[src/rtl/mips_pkg.sv]
// mips_pkg: shared load-type codes, FSM state encodings and default datapath width
package mips_pkg;
  localparam int DW_DEF = 32;
  typedef enum logic [2:0] {
    LD_LW  = 3'b000,
    LD_LH  = 3'b001,
    LD_LHU = 3'b010,
    LD_LB  = 3'b011,
    LD_LBU = 3'b100
  } ldtype_t;
  typedef enum logic {
    IDLE     = 1'b0,
    WAIT_MEM = 1'b1
  } state_t;
endpackage

[src/rtl/load_extend.sv]
// load_extend: selects the addressed byte/halfword of a load word and sign/zero-extends it
module load_extend
  import mips_pkg::*;
#(
  parameter int DW = DW_DEF
) (
  input  logic [DW-1:0] rdata,
  input  logic [2:0]    ldtype,
  input  logic [1:0]    addr_lo,
  output logic [DW-1:0] data
);
  logic [7:0]  b;
  logic [15:0] h;
  assign b = rdata[{addr_lo, 3'b000} +: 8];
  assign h = rdata[{addr_lo[1], 4'b0000} +: 16];
  assign data = ldtype == LD_LB  ? {{(DW-8){b[7]}}, b}   :
                ldtype == LD_LBU ? {{(DW-8){1'b0}}, b}   :
                ldtype == LD_LH  ? {{(DW-16){h[15]}}, h} :
                ldtype == LD_LHU ? {{(DW-16){1'b0}}, h}  : rdata;
endmodule

[src/rtl/wb_forward_source.sv]
// wb_forward_source: MEM/WB register producing WB write data, stalling on slow data-memory loads
module wb_forward_source
  import mips_pkg::*;
#(
  parameter int DW = DW_DEF
) (
  input  logic          clk,
  input  logic          rst_n,
  input  logic          mem_valid,
  input  logic          mem_flush,
  input  logic          mem_regwrite,
  input  logic [4:0]    mem_wbadd,
  input  logic [DW-1:0] mem_alu,
  input  logic          mem_is_load,
  input  logic [2:0]    mem_ldtype,
  input  logic [1:0]    mem_addr_lo,
  input  logic [DW-1:0] dmem_rdata,
  input  logic          dmem_ready,
  output logic          mem_stall,
  output logic [4:0]    WBwbadd,
  output logic          WBregwrite,
  output logic [DW-1:0] fordata
);
  state_t state, next;
  logic accept, ld_done, alu_done, cap;
  logic [DW-1:0] ext;
  load_extend #(.DW(DW)) u_ext (
    .rdata  (dmem_rdata),
    .ldtype (mem_ldtype),
    .addr_lo(mem_addr_lo),
    .data   (ext)
  );
  assign accept   = mem_valid && !mem_flush;
  // in WAIT_MEM the upstream holds the load stable, so only flush and ready matter
  assign ld_done  = state == IDLE ? accept && mem_is_load && dmem_ready : !mem_flush && dmem_ready;
  assign alu_done = state == IDLE && accept && !mem_is_load;
  assign cap      = ld_done || alu_done;
  always_ff @(posedge clk or negedge rst_n)
    if (!rst_n) state <= IDLE;
    else        state <= next;
  always_comb begin
    next = state;
    if (state == IDLE) next = accept && mem_is_load && !dmem_ready ? WAIT_MEM : IDLE;
    else               next = mem_flush || dmem_ready ? IDLE : WAIT_MEM;
  end
  always_comb begin
    mem_stall = 1'b0;
    if (rst_n)
      mem_stall = state == IDLE ? accept && mem_is_load && !dmem_ready : !mem_flush && !dmem_ready;
  end
  always_ff @(posedge clk or negedge rst_n)
    if (!rst_n) begin
      WBregwrite <= 1'b0;
      WBwbadd    <= '0;
      fordata    <= '0;
    end else begin
      WBregwrite <= cap && mem_regwrite && mem_wbadd != 5'd0;
      if (cap) begin
        WBwbadd <= mem_wbadd;
        fordata <= ld_done ? ext : mem_alu;
      end
    end
endmodule
[config.mk]
export PLATFORM = sky130hd
export DESIGN_NAME = wb_forward_source
export DESIGN_NICKNAME = d
export VERILOG_FILES = /design/src/rtl/mips_pkg.sv /design/src/rtl/load_extend.sv /design/src/rtl/wb_forward_source.sv
export SDC_FILE = /design/constraint.sdc
export NUM_CORES = 1
export LEC_CHECK = 0
export ABC_AREA = 1
export BUFFER_PORTS_ARGS = -buffer_cell sky130_fd_sc_hd__buf_2
export CAP_MARGIN = 25
export CORE_ASPECT_RATIO = 0.8
export CORE_MARGIN = 10
export CORE_UTILIZATION = 25
export DETAILED_ROUTE_END_ITERATION = 10
export SYNTH_ARGS = -nofsm -noshare
export SYNTH_HDL_FRONTEND = slang
export SYNTH_HIERARCHICAL = 1
export SYNTH_SLANG_ARGS = --single-unit
[constraint.sdc]
create_clock -name clk -period 3.8 [get_ports clk]
set_clock_uncertainty 0.05 [all_clocks]
set_input_delay 0.95 -clock clk [delete_from_list [all_inputs] [get_ports clk]]
set_output_delay 0.95 -clock clk [all_outputs]
set_load 0.01 [all_outputs]
==> results of run 1 <==
==> metal layers <==
| layer | up-vias | track usage [%] |
|---|---|---|
| li1 | 1867 | - |
| met1 | 1632 | 18.22 |
| met2 | 110 | 21.24 |
| met3 | 6 | 4.335 |
| met4 | 2 | 1.854 |
| met5 | - | 0 |
==> sequential cells by signal, indices dropped and copies added (netlist names) <==
name / cells
WBregwrite: 1
WBwbadd: 5
fordata: 32
state: 1
==> per-stage QoR <==
step	setup WS [ps]	power [mW]
after detailed placement	865.9	1.051
after global routing	736.1	1.566
after CTS	862.9	1.472
after global placement	903.1	1.044
final	865.4	1.448
after floorplan	1194	0.8392
==> layout by cell type, fill, tap and decap left out <==
| cell type | count |
|---|---|
| clkbuf_16 | 5 |
| diode_2 | 2 |
| nand2_1 | 178 |
| buf_2 | 119 |
| a21oi_2 | 1 |
| inv_1 | 50 |
| nand3_1 | 104 |
| inv_2 | 3 |
| buf_4 | 7 |
| nor2_1 | 30 |
| inv_4 | 1 |
| o21ai_0 | 8 |
| nor2_2 | 1 |
| or2_1 | 1 |
| nor3_1 | 7 |
| nor2_4 | 1 |
| clkinv_2 | 1 |
| nand2_4 | 4 |
| clkinvlp_4 | 1 |
| dfrtp_1 | 39 |
| nand3_2 | 1 |
| clkbuf_1 | 1 |
| a21oi_1 | 39 |
| o21ai_2 | 10 |
| nand2_2 | 4 |
| o21ai_1 | 8 |
==> area by class of cell <==
cell class / instances / area (µm²) / share of cell area, %
Antenna cell: 2 / 5.005 / 0.1249
Clock buffer: 6 / 128.9 / 3.217
Clock inverter: 2 / 12.51 / 0.3123
Inverter: 54 / 205.2 / 5.122
Multi-Input combinational cell: 397 / 1812 / 45.22
Sequential cell: 39 / 975.9 / 24.36
Tap cell: 175 / 219.0 / 5.465
Timing Repair Buffer: 126 / 648.1 / 16.18
==> worst max-delay path: cells and delay by family <==
kind / cells / cell delay, ps
buffers and inverters: 4 / 610
AND/OR/NAND/NOR: 4 / 370
==> logic make-up after synthesis <==
logic type / after synthesis
AO/OA/AOI/OAI: 66
buffers and inverters: 91
flip-flops: 39
AND/OR/NAND/NOR: 331
==> power groups by stage <==
stage | Sequential (mW) | Clock (mW) | Combinational [mW]
global placement | 0.548 | 0 | 0.496
floorplan | 0.588 | 0 | 0.251
detailed placement | 0.551 | 0 | 0.500
CTS | 0.544 | 0.426 | 0.502
finish | 0.542 | 0.415 | 0.491
global route | 0.554 | 0.450 | 0.562
==> synth_stat cells <==
library cell / n / area (µm²)
nand3_2: 1 / 10.01
or2_1: 1 / 6.260
nor2_4: 1 / 11.26
nand2_4: 4 / 45.04
nand3_1: 104 / 520.5
buf_1: 3 / 11.26
inv_4: 1 / 6.260
o21ai_2: 10 / 87.58
a21oi_1: 39 / 195.2
nand2_2: 4 / 25.02
nand2_1: 178 / 668.1
nor2_2: 1 / 6.260
a21oi_2: 1 / 8.760
inv_1: 50 / 187.7
o21ai_1: 8 / 40.04
dfrtp_1: 39 / 975.9
buf_2: 17 / 85.08
buf_6: 4 / 45.04
nor3_1: 7 / 35.03
nor2_1: 30 / 112.6
inv_2: 3 / 11.26
buf_4: 11 / 82.58
o21ai_0: 8 / 40.04
clkbuf_1: 2 / 7.510
==> worst max path at each step <==
stage	to	slack, ps	cells after the start
floorplan	mem_stall	1190	6
global placement	mem_stall	900	8
detailed placement	mem_stall	870	8
CTS	mem_stall	860	8
global route	mem_stall	740	8
finish	mem_stall	870	8
==> summary.txt, run 1 <==
Critical path
  – Startpoint Class: input port
  – Cells on worst reg2reg path: 7
  – Critical Path Fanout Max: 34
  – Crit path cell chain: buf_2 > inv_2 > nand3_1 > nand2_2 > buf_4 > nand2_1 > nor2_1 > buf_2
  – Critical Path AT: 1930 ps
  – Crit-path max cell delay: 290 ps
  – CP Capture Type: primary output
  – WS Path Type: input port to primary output
  – Slowest CP cell: buf_4
  – Worst Setup SP: mem_flush
  – CP most frequent cell: buf_2
  – CP required: 2800 ps
  – FF-to-FF End: WBwbadd[4]
  – Worst R2R Start: state
  – Reg2Reg Setup Slack: 1880 ps

Global routing
  – Vias in the first global route: 3542
  – GRT overflow: 0
  – Largest net degree at the start of global routing: just over 70
  – All-Layer GR Usage: approximately 14%
  – Initial antenna violation count: 3
  – First-pass GRT wire length: 19.64 mm

Floorplanning
  – Starting density of the core: 25.33%
  – Cell Rows: 37
  – Ports: 120
  – Die Span Y: 121.6 µm
  – Placeable Area: 12730 µm²
  – DIE WIDTH: 147.0 µm
  – Die area: 17870 µm²

STA
  – Slew Limit Headroom: 51.79%
  – Minimum clock period: 2935 ps
  – RSZ-0062 raised after global routing: no
  – Setup TNS: 0 ps
  – Hold Vio Cnt, Final: 0
  – Final cycle utilization of the critical path: 77.23%
  – Hold_ws: 452.1 ps
  – Setup violators final: 0
  – Worst Tran Pin Value: between 700 and 800 ps
  – Final number of max-transition violations: 0
  – Maximum clock rate: between 0.3 and 0.4 GHz

Detailed routing
  – Routed Antenna Nets: 0
  – Drt via density: 4.516
  – 1st-pass router iterations: 4
  – WL met2: 5.452 mm
  – WL final: about 12 mm
  – DR iter-0 viols: 301
  – Met1 wire length: 5.601 mm
  – Vias: approximately 3600
  – DR WL met3: 1.021 mm
  – Top Layer Used: met5
  – DR WL/cell: 15.16 µm
  – Drt drc: 0

Finish
  – Area Growth Syn to Fin: 24.25%
  – Layout fillers: 1488
  – Post-layout util: 31.47%
  – Layout cell share with drive strength beyond 1: 25.48%
  – Final #Nets: 704
  – Final Instance Area: 4006 µm²
  – Final cell count without fillers: roughly 800

Status
  – Outcome: complete, no violations

Synth
  – Synth Area in Simple Gates: roughly 45%
  – Synth Area in XOR/XNOR: 0%
  – YS warnings: 6
  – Largest family of logic cells by synthesized area: simple AND/OR/NAND/NOR gates
  – Seq cells post-synth: 39
  – Sequential share of the synthesized area: roughly 30%
  – Cells after synthesis: 527
  – Syn Nets: roughly 600
  – Post-synthesis mux area share: 0%
  – Mean Syn Cell Area: 6.118 µm²
  – Post-Synth Adder-Cell Area: 0%
  – Syn Std Cell Area: 3224 µm²
  – Compound-cell area share of the yosys netlist: 11.53%
  – Synth unique cells: 24

Clock network
  – Clk sinks: 39
  – Total CTS buffers: 5
  – CTS resizes: 0
  – Clock transition at path regs: 60 ps
  – CTS tree: yes
  – H-tree depth: 2
  – Cts hold-fix bufs: 0
  – Post-CTS Setup Repair Bufs: 0
  – Clk root buf: clkbuf_16
  – Longest Clk Path Bufs: 2
  – Clock latency on the worst-skew pair: 280 ps

Power
  – Clock power share: between 20% and 30%
  – Peak VDD IR: 157.8 µV
  – PwrDens: 361.5 nW/µm²
  – Cell-internal power: between 0.9 and 1 mW
  – Lkg Pwr: 2.348 nW
  – NetSw: 0.5180 mW
  – Combinational Power Share: 33.9%
  – Switching Fraction: 35.76%
  – Sequential share of power: a little under two fifths

Min path
  – Hold path startpoint: fordata[0]
  – Hold EP: fordata[0]
  – Cell depth of the worst min-delay path: 2
  – Hold crit path type: register to register

Place
  – Dpl cell area: about 3900 µm²
  – Total placed cells including tap cells: approximately 800
  – Port bufs: roughly 120
  – Post-DP HPWL: approximately 9.5 mm
  – Gp weighted congestion: 0.8633

Job
  – Max-cap violations: 0
Note: power is estimated with default switching activity, not from simulation.
==> run 2: changes to the inputs <==
==> constraint.sdc (replaced) <==
create_clock -name clk -period 2.6 [get_ports clk]
set_clock_uncertainty 0.05 [all_clocks]
set_input_delay 0.65 -clock clk [delete_from_list [all_inputs] [get_ports clk]]
set_output_delay 0.65 -clock clk [all_outputs]
set_load 0.01 [all_outputs]
==> run 2 against run 1 <==
Compared with the run above:
- first-iteration DRC count fell by 17%
- total power grew 48%
- flip-flop and latch count stayed put
- sequential power rose by 47%
- hold slack improved by 1.4 ps
- clock-buffer cell count decreased by 1
- cell count grew 0.12%
- critical path type unchanged
- largest cell class unchanged
- highest routed layer unchanged
==> summary.txt, run 2 (synthesis results as in run 1) <==
Finish
  – Reg with most FFs: fordata
  – Largest registers: fordata: 32 flops, WBwbadd: 5 flops
  – Layout cell share with drive strength beyond 1: 26.00% (+0.52 points)
  – Most frequent cells in the layout: nand2_1, buf_2, nand3_1
  – Post-layout util: 31.73% (+0.27 points)
  – Final #Nets: 707 (+0.43%)
  – Final Instance Area: 4040 µm² (+0.84%)
  – Leading cell type in the layout, fill and taps excluded: nand2_1
  – N_diodes: 0 (-2)
  – Max reg flops: 32 (unchanged)
  – Area Growth Syn to Fin: 25.30%

Critical path
  – CP required: 1900 ps (-900 ps)
  – Startpoint Class: input port
  – Reg2Reg Setup Slack: 920 ps (-960 ps)
  – Critical Path AT: 1250 ps (-680 ps)
  – CP Capture Type: primary output
  – WS Path Type: input port to primary output
  – Cells on worst reg2reg path: 7 (unchanged)
  – Critical Path Fanout Max: 2 (-94%)

Clock network
  – Clock transition at path regs: 60 ps (about the same)
  – CTS tree: yes
  – H-tree depth: 2 (unchanged)
  – Post-CTS Setup Repair Bufs: 0 (unchanged)
  – Longest Clk Path Bufs: 2 (unchanged)
  – Total CTS buffers: 5 (unchanged)
  – Clock latency on the worst-skew pair: 280 ps (about the same)
  – Clk root buf: clkbuf_16
  – Cts hold-fix bufs: 0 (unchanged)
  – CTS resizes: 0 (unchanged)
  – Clk sinks: 39 (unchanged)

STA
  – Worst Tran Pin Value: 551.5 ps (-171.6 ps)
  – RSZ-0062 raised after global routing: no
  – Setup TNS: 0 ps (unchanged)
  – Hold_ws: 453.5 ps (+1.405 ps)
  – Maximum clock rate: 0.5121 GHz
  – Hold Vio Cnt, Final: 0 (unchanged)
  – Minimum clock period: 1953 ps
  – Final number of max-transition violations: 0 (unchanged)
  – Setup violators final: 0 (unchanged)
  – Slew Limit Headroom: 63.24% (+11 points)
  – Final cycle utilization of the critical path: 75.11%

Floorplanning
  – Die area: 17870 µm² (unchanged)
  – Placeable Area: 12730 µm² (unchanged)
  – Cell Rows: 37 (unchanged)
  – Starting density of the core: 25.33% (unchanged)
  – Die Span Y: 121.6 µm (unchanged)
  – DIE WIDTH: 147.0 µm (unchanged)
  – Ports: 120 (unchanged)

Place
  – Gp weighted congestion: 0.8922 (+3.3%)
  – Post-DP HPWL: 9.600 mm (+1.1%)
  – Dpl cell area: 3895 µm² (+0.91%)
  – Port bufs: 119 (unchanged)

Detailed routing
  – Vias: 3722 (+2.9%)
  – Drt via density: 4.641 (+2.8%)
  – 1st-pass router iterations: 5 (+1)
  – DR iter-0 viols: 251 (-17%)
  – DR WL/cell: 15.24 µm (+0.51%)
  – Drt drc: 0 (unchanged)
  – WL final: 12.22 mm (+0.63%)
  – Routed Antenna Nets: 0 (unchanged)

Power
  – Peak VDD IR: 281.6 µV (+78%)
  – Clock power share: 29.0% (+0.4 points)
  – Combinational Power Share: 33.8% (about the same)
  – PwrDens: 529.8 nW/µm² (+47%)
  – Switching Fraction: 36.30% (+0.54 points)
  – NetSw: 0.7769 mW (+50%)
  – Total power: 2.140 mW (+48%)
  – Sequential share of power: 37.2% (-0.2 points)
  – Cell-internal power: 1.363 mW (+47%)
  – Lkg Pwr: 2.366 nW (+0.79%)

Global routing
  – First-pass GRT wire length: 19.54 mm (-0.49%)
  – Largest net degree at the start of global routing: 40 (-44%)
  – GRT overflow: 0 (unchanged)
  – Vias in the first global route: 3591 (+1.4%)
  – Initial antenna violation count: 1 (-2)
  – All-Layer GR Usage: 13.34% (-0.17 points)

Min path
  – Hold crit path type: register to register
  – Cell depth of the worst min-delay path: 2 (unchanged)

Job
  – Max-cap violations: 0 (unchanged)

Status
  – Outcome: complete, no violations
==> run 2: cell count changes in the layout (fill, tap and decap cells not counted), sizes merged <==
| cell | before | now |
|---|---|---|
| buf | 126 | 129 |
| diode | 2 | 0 |
| clkbuf | 6 | 5 |
| clkinvlp | 1 | 2 |
==> run 2: metal layers <==
layer | vias up | wire length [µm] | global-route usage, %
met2 | 126 | 5448 | 20.62
met5 | - | 13 | 0
met4 | 2 | 76 | 1.916
met1 | 1705 | 5683 | 18.33
met3 | 11 | 997 | 4.113
li1 | 1878 | - | -
==> run 2: layout make-up <==
cell class | count | area, µm²
clock buffers | 5 | 125.1
clock inverters | 3 | 20.02
fillers | 1464 | 8691
inverters | 54 | 205.2
multi-input cells | 397 | 1812
flip-flops and latches | 39 | 975.9
well taps | 175 | 219.0
repair buffers | 129 | 683.2
==> run 2: power by group through the flow <==
stage	logic (mW)	registers [mW]	clock network, mW
finish	0.724	0.796	0.620
global route	0.821	0.812	0.660
CTS	0.737	0.798	0.636
detailed placement	0.736	0.807	0
global placement	0.733	0.807	0
floorplan	0.367	0.859	0
==> run 2: path summary, 6_finish.rpt <==
kind                       startpoint     endpoint
setup / recovery            mem_flush    mem_stall
hold / removal             WBwbadd[0]   WBwbadd[0]
setup reg to reg                state   WBwbadd[2]
hold reg to reg            WBwbadd[0]   WBwbadd[0]
max in group asynchronous       rst_n   fordata[5]
min in group asynchronous       rst_n  fordata[17]
==> run 2: per-stage QoR <==
stage	worst slack, ps	std cells
finish	647.2	802
CTS	630.8	802
floorplan	593.7	527
global placement	358.2	794
detailed placement	372.1	794
global route	488.8	802
==> run 2: critical path, stage by stage <==
cell,delay (ps)
buf_2,120
inv_2,50
nand3_1,70
nand2_2,70
nand2_1,60
nor2_1,90
buf_2,150
==> run 3: changes to the inputs <==
--- a/config.mk
+++ b/config.mk
@@ -5,7 +5,7 @@
 export SDC_FILE = /design/constraint.sdc
 export NUM_CORES = 1
 export LEC_CHECK = 0
-export ABC_AREA = 1
+export ABC_AREA = 0
 export BUFFER_PORTS_ARGS = -buffer_cell sky130_fd_sc_hd__buf_2
 export CAP_MARGIN = 25
 export CORE_ASPECT_RATIO = 0.8
==> constraint.sdc (replaced) <==
create_clock -name clk -period 1.8 [get_ports clk]
set_clock_uncertainty 0.05 [all_clocks]
set_input_delay 0.45 -clock clk [delete_from_list [all_inputs] [get_ports clk]]
set_output_delay 0.45 -clock clk [all_outputs]
set_load 0.01 [all_outputs]
==> run 3 against run 2 <==
Compared with the run above:
- total power grew 68%
- the flow now finishes with violations (setup timing)
- critical path depth shrank 2
- sequential share of layout area shrank 1.9 points
- clock-buffer cell count grew 3
- critical endpoint unchanged
- register-to-register slack lost 910 ps
- synthesized area shrank 10%
- die area shrank 8.5%
- core utilization grew 6.7 points
- global-route usage grew 0.14 points
==> summary.txt, run 3 <==
Power
  – PwrDens: 816.0 nW/µm² (+54%)
  – Cell-internal power: 2.537 mW (+86%)
  – Peak VDD IR: 351.3 µV (+25%)
  – Sequential share of power: 33.1% (-4.1 points)
  – Lkg Pwr: 2.131 nW (-9.9%)
  – Clock power share: 26.3% (-2.7 points)
  – Switching Fraction: 29.25% (-7.0 points)
  – NetSw: 1.049 mW (+35%)
  – Combinational Power Share: 40.7% (+6.9 points)

Detailed routing
  – 1st-pass router iterations: 4 (-1)
  – WL final: 11.28 mm (-7.7%)
  – Drt via density: 4.892 (+5.4%)
  – DR WL/cell: 19.97 µm (+31%)
  – Drt drc: 0 (unchanged)
  – DR iter-0 viols: 105 (-58%)
  – Vias: 2764 (-26%)
  – Routed Antenna Nets: 0 (unchanged)

Synth
  – Share of synthesized flip-flops with an asynchronous set or reset: 100.0% (unchanged)
  – Commonest cells post-synth: mux2_1, dfrtp_1, o21ai_0
  – Synth Area in Simple Gates: 9.659% (-35 points)
  – Top-count cell post-synth: mux2_1
  – Syn Nets: 346 (-43%)
  – Syn Std Cell Area: 2902 µm² (-10%)
  – Area contributors post-synth: dfrtp_1, mux2_1, mux4_2
  – Synth unique cells: 38 (+58%)
  – Cells after synthesis: 265 (-50%)
  – Post-synth top area cell: dfrtp_1
  – Synth Area in XOR/XNOR: 0.5606% (+0.56 points)
  – Post-synthesis mux area share: 34.07% (+34 points)
  – Yosys top cell area share: 33.64% (+3.4 points)
  – Largest family of logic cells by synthesized area: multiplexers
  – YS warnings: 6 (unchanged)
  – Mean Syn Cell Area: 10.95 µm² (+79%)
  – Compound-cell area share of the yosys netlist: 16.00% (+4.5 points)
  – Ys flop type: dfrtp_1
  – Post-Synth Adder-Cell Area: 0% (unchanged)
  – Sequential share of the synthesized area: 33.64% (+3.4 points)
  – EDFF count, synth: 0 (unchanged)
  – Seq cells post-synth: 39 (unchanged)

Finish
  – Final cell count without fillers: 565 (-30%)
  – Largest registers: fordata: 32 flops, WBwbadd: 5 flops
  – Most frequent cells in the layout: buf_2, mux2_4, dfrtp_1
  – Layout fillers: 1124 (-23%)
  – Area Growth Syn to Fin: 51.44%
  – Layout cell share with drive strength beyond 1: 63.70% (+38 points)
  – Final #Nets: 496 (-30%)
  – Leading cell type in the layout, fill and taps excluded: buf_2
  – Reg with most FFs: fordata
  – Max reg flops: 32 (unchanged)

Place
  – Total placed cells including tap cells: 550 (-31%)
  – Gp weighted congestion: 0.9164 (+2.7%)
  – Post-DP HPWL: 8.760 mm (-8.8%)
  – Port bufs: 119 (unchanged)

STA
  – Maximum clock rate: 0.5555 GHz
  – RSZ-0062 raised after global routing: yes
  – Minimum clock period: between 1500 and 2000 ps
  – Hold_ws: 280.0 ps (-173.5 ps)
  – Slew Limit Headroom: 63.08% (-0.16 points)
  – Final number of max-transition violations: 0 (unchanged)
  – Final cycle utilization of the critical path: 100.0%
  – Hold Vio Cnt, Final: 0 (unchanged)
  – Setup ws final: -0.2168 ps (-647.4 ps)
  – Worst Tran Pin Value: 551.1 ps (-0.3104 ps)
  – Setup violators final: 1 (+1)

Floorplanning
  – Cell Rows: 35 (-5.4%)
  – Die area: 16340 µm² (-8.5%)
  – Starting density of the core: 25.39% (+0.059 points)
  – DIE WIDTH: 140.4 µm (-4.4%)
  – Placeable Area: 11430 µm² (-10%)
  – Ports: 120 (unchanged)
  – Die Span Y: 116.4 µm (-4.3%)

Global routing
  – GRT overflow: 0 (unchanged)
  – All-Layer GR Usage: 13.48% (+0.14 points)
  – First-pass GRT wire length: 17.49 mm (-10%)
  – Largest net degree at the start of global routing: 40 (unchanged)
  – Vias in the first global route: 3047 (-15%)
  – Initial antenna violation count: 1 (unchanged)

Critical path
  – Critical Path AT: 1300 ps (+50 ps)
  – CP Capture Type: primary output
  – Critical Path Fanout Max: 3 (+1)
  – CP required: 1300 ps (-600 ps)
  – WS Path Type: register to primary output
  – Startpoint Class: register
  – Reg2Reg Setup Slack: 10 ps (-910 ps)

Clock network
  – Clock transition at path regs: 60 ps (about the same)
  – Cts hold-fix bufs: 0 (unchanged)
  – Longest Clk Path Bufs: 2 (unchanged)
  – Clk root buf: clkbuf_16
  – CTS tree: yes
  – Clk sinks: 39 (unchanged)
  – H-tree depth: 2 (unchanged)
  – Clock latency on the worst-skew pair: 270 ps (about the same)
  – Total CTS buffers: 5 (unchanged)

Status
  – Failing checks: setup timing
  – Outcome: complete, but fails checks

Min path
  – Hold crit path type: input port to asynchronous set/reset pin

Job
  – Max-cap violations: 0 (unchanged)
[run 3: cell count changes after synthesis, moves of 17 or more]
cell,before,now
a21oi_1,39,10
mux2_1,0,60
inv_1,50,2
nor2_1,30,9
o21ai_0,8,25
nand3_1,104,0
nand2_1,178,2
[run 3: worst max-delay path, stage by stage (launching register included)]
cell and delay (ps):
dfrtp_1 400, buf_4 160, a21oi_4 120, nor3_2 50, and2_1 150, buf_2 140
[run 3: area by class of cell]
class,count,area (µm²),area share (%)
multi-input combinational,201,1999,45.50
timing repair buffer,166,1067,24.29
sequential,39,975.9,22.21
tap,148,185.2,4.214
clock buffer,8,156.4,3.559
inverter,2,7.507,0.1708
antenna,1,2.502,0.05695
[run 3: worst paths after layout]
| check | start | endpoint | cells after the start |
|---|---|---|---|
| worst max-delay path | state | mem_stall | 5 |
| worst min-delay path | rst_n | fordata[27] | 2 |
| worst max register to register | state | fordata[25] | 6 |
| worst min register to register | WBwbadd[2] | WBwbadd[2] | 1 |
| max in group asynchronous | rst_n | fordata[15] | 2 |
| min in group clk | dmem_ready | state | 2 |
[run 3: repair_timing]
action	CTS	global route
pin swaps	1	0
cloned	3	0
gates resized for setup	5	4
setup buffers	3	0
endpoints found under the setup margin	3	29
[run 3: logic make-up after synthesis]
group | Yosys count
mux | 80
compound gates | 79
simple gates | 41
flops | 39
buf+inv | 25
xor+xnor | 1
[run 3: metrics by stage]
step | worst slack (ps) | total power, mW | instance area, µm² | utilization (%) | setup TNS (ps)
final | -0.2168 | 3.586 | 4394 | 38.45 | -0.2168
after global routing | -77.96 | 3.801 | 4392 | 38.42 | -760.7
after floorplan | -0.6318 | 2.082 | 3132 | - | -18.95
after global placement | -191.8 | 2.618 | 4111 | 35.97 | -5254
after CTS | -19.07 | 3.629 | 4382 | 38.34 | -148.3
after detailed placement | -210.8 | 2.639 | 4111 | 35.97 | -5765
[run 3: power groups by stage]
| stage | registers, mW | logic [mW] | clock network, mW |
|---|---|---|---|
| floorplan | 1.29 | 0.788 | 0 |
| global placement | 1.20 | 1.42 | 0 |
| detailed placement | 1.20 | 1.44 | 0 |
| CTS | 1.19 | 1.48 | 0.963 |
| global route | 1.22 | 1.58 | 1.01 |
| finish | 1.19 | 1.46 | 0.941 |
[run 3: per-layer routing]
| layer | track usage, % | part of all wire, % | up-vias |
|---|---|---|---|
| met5 | 0 | 0 | - |
| met4 | 2.610 | 1.3 | 0 |
| met3 | 3.779 | 7.2 | 10 |
| met2 | 21.79 | 46 | 92 |
| met1 | 17.67 | 46 | 1355 |
| li1 | - | - | 1307 |
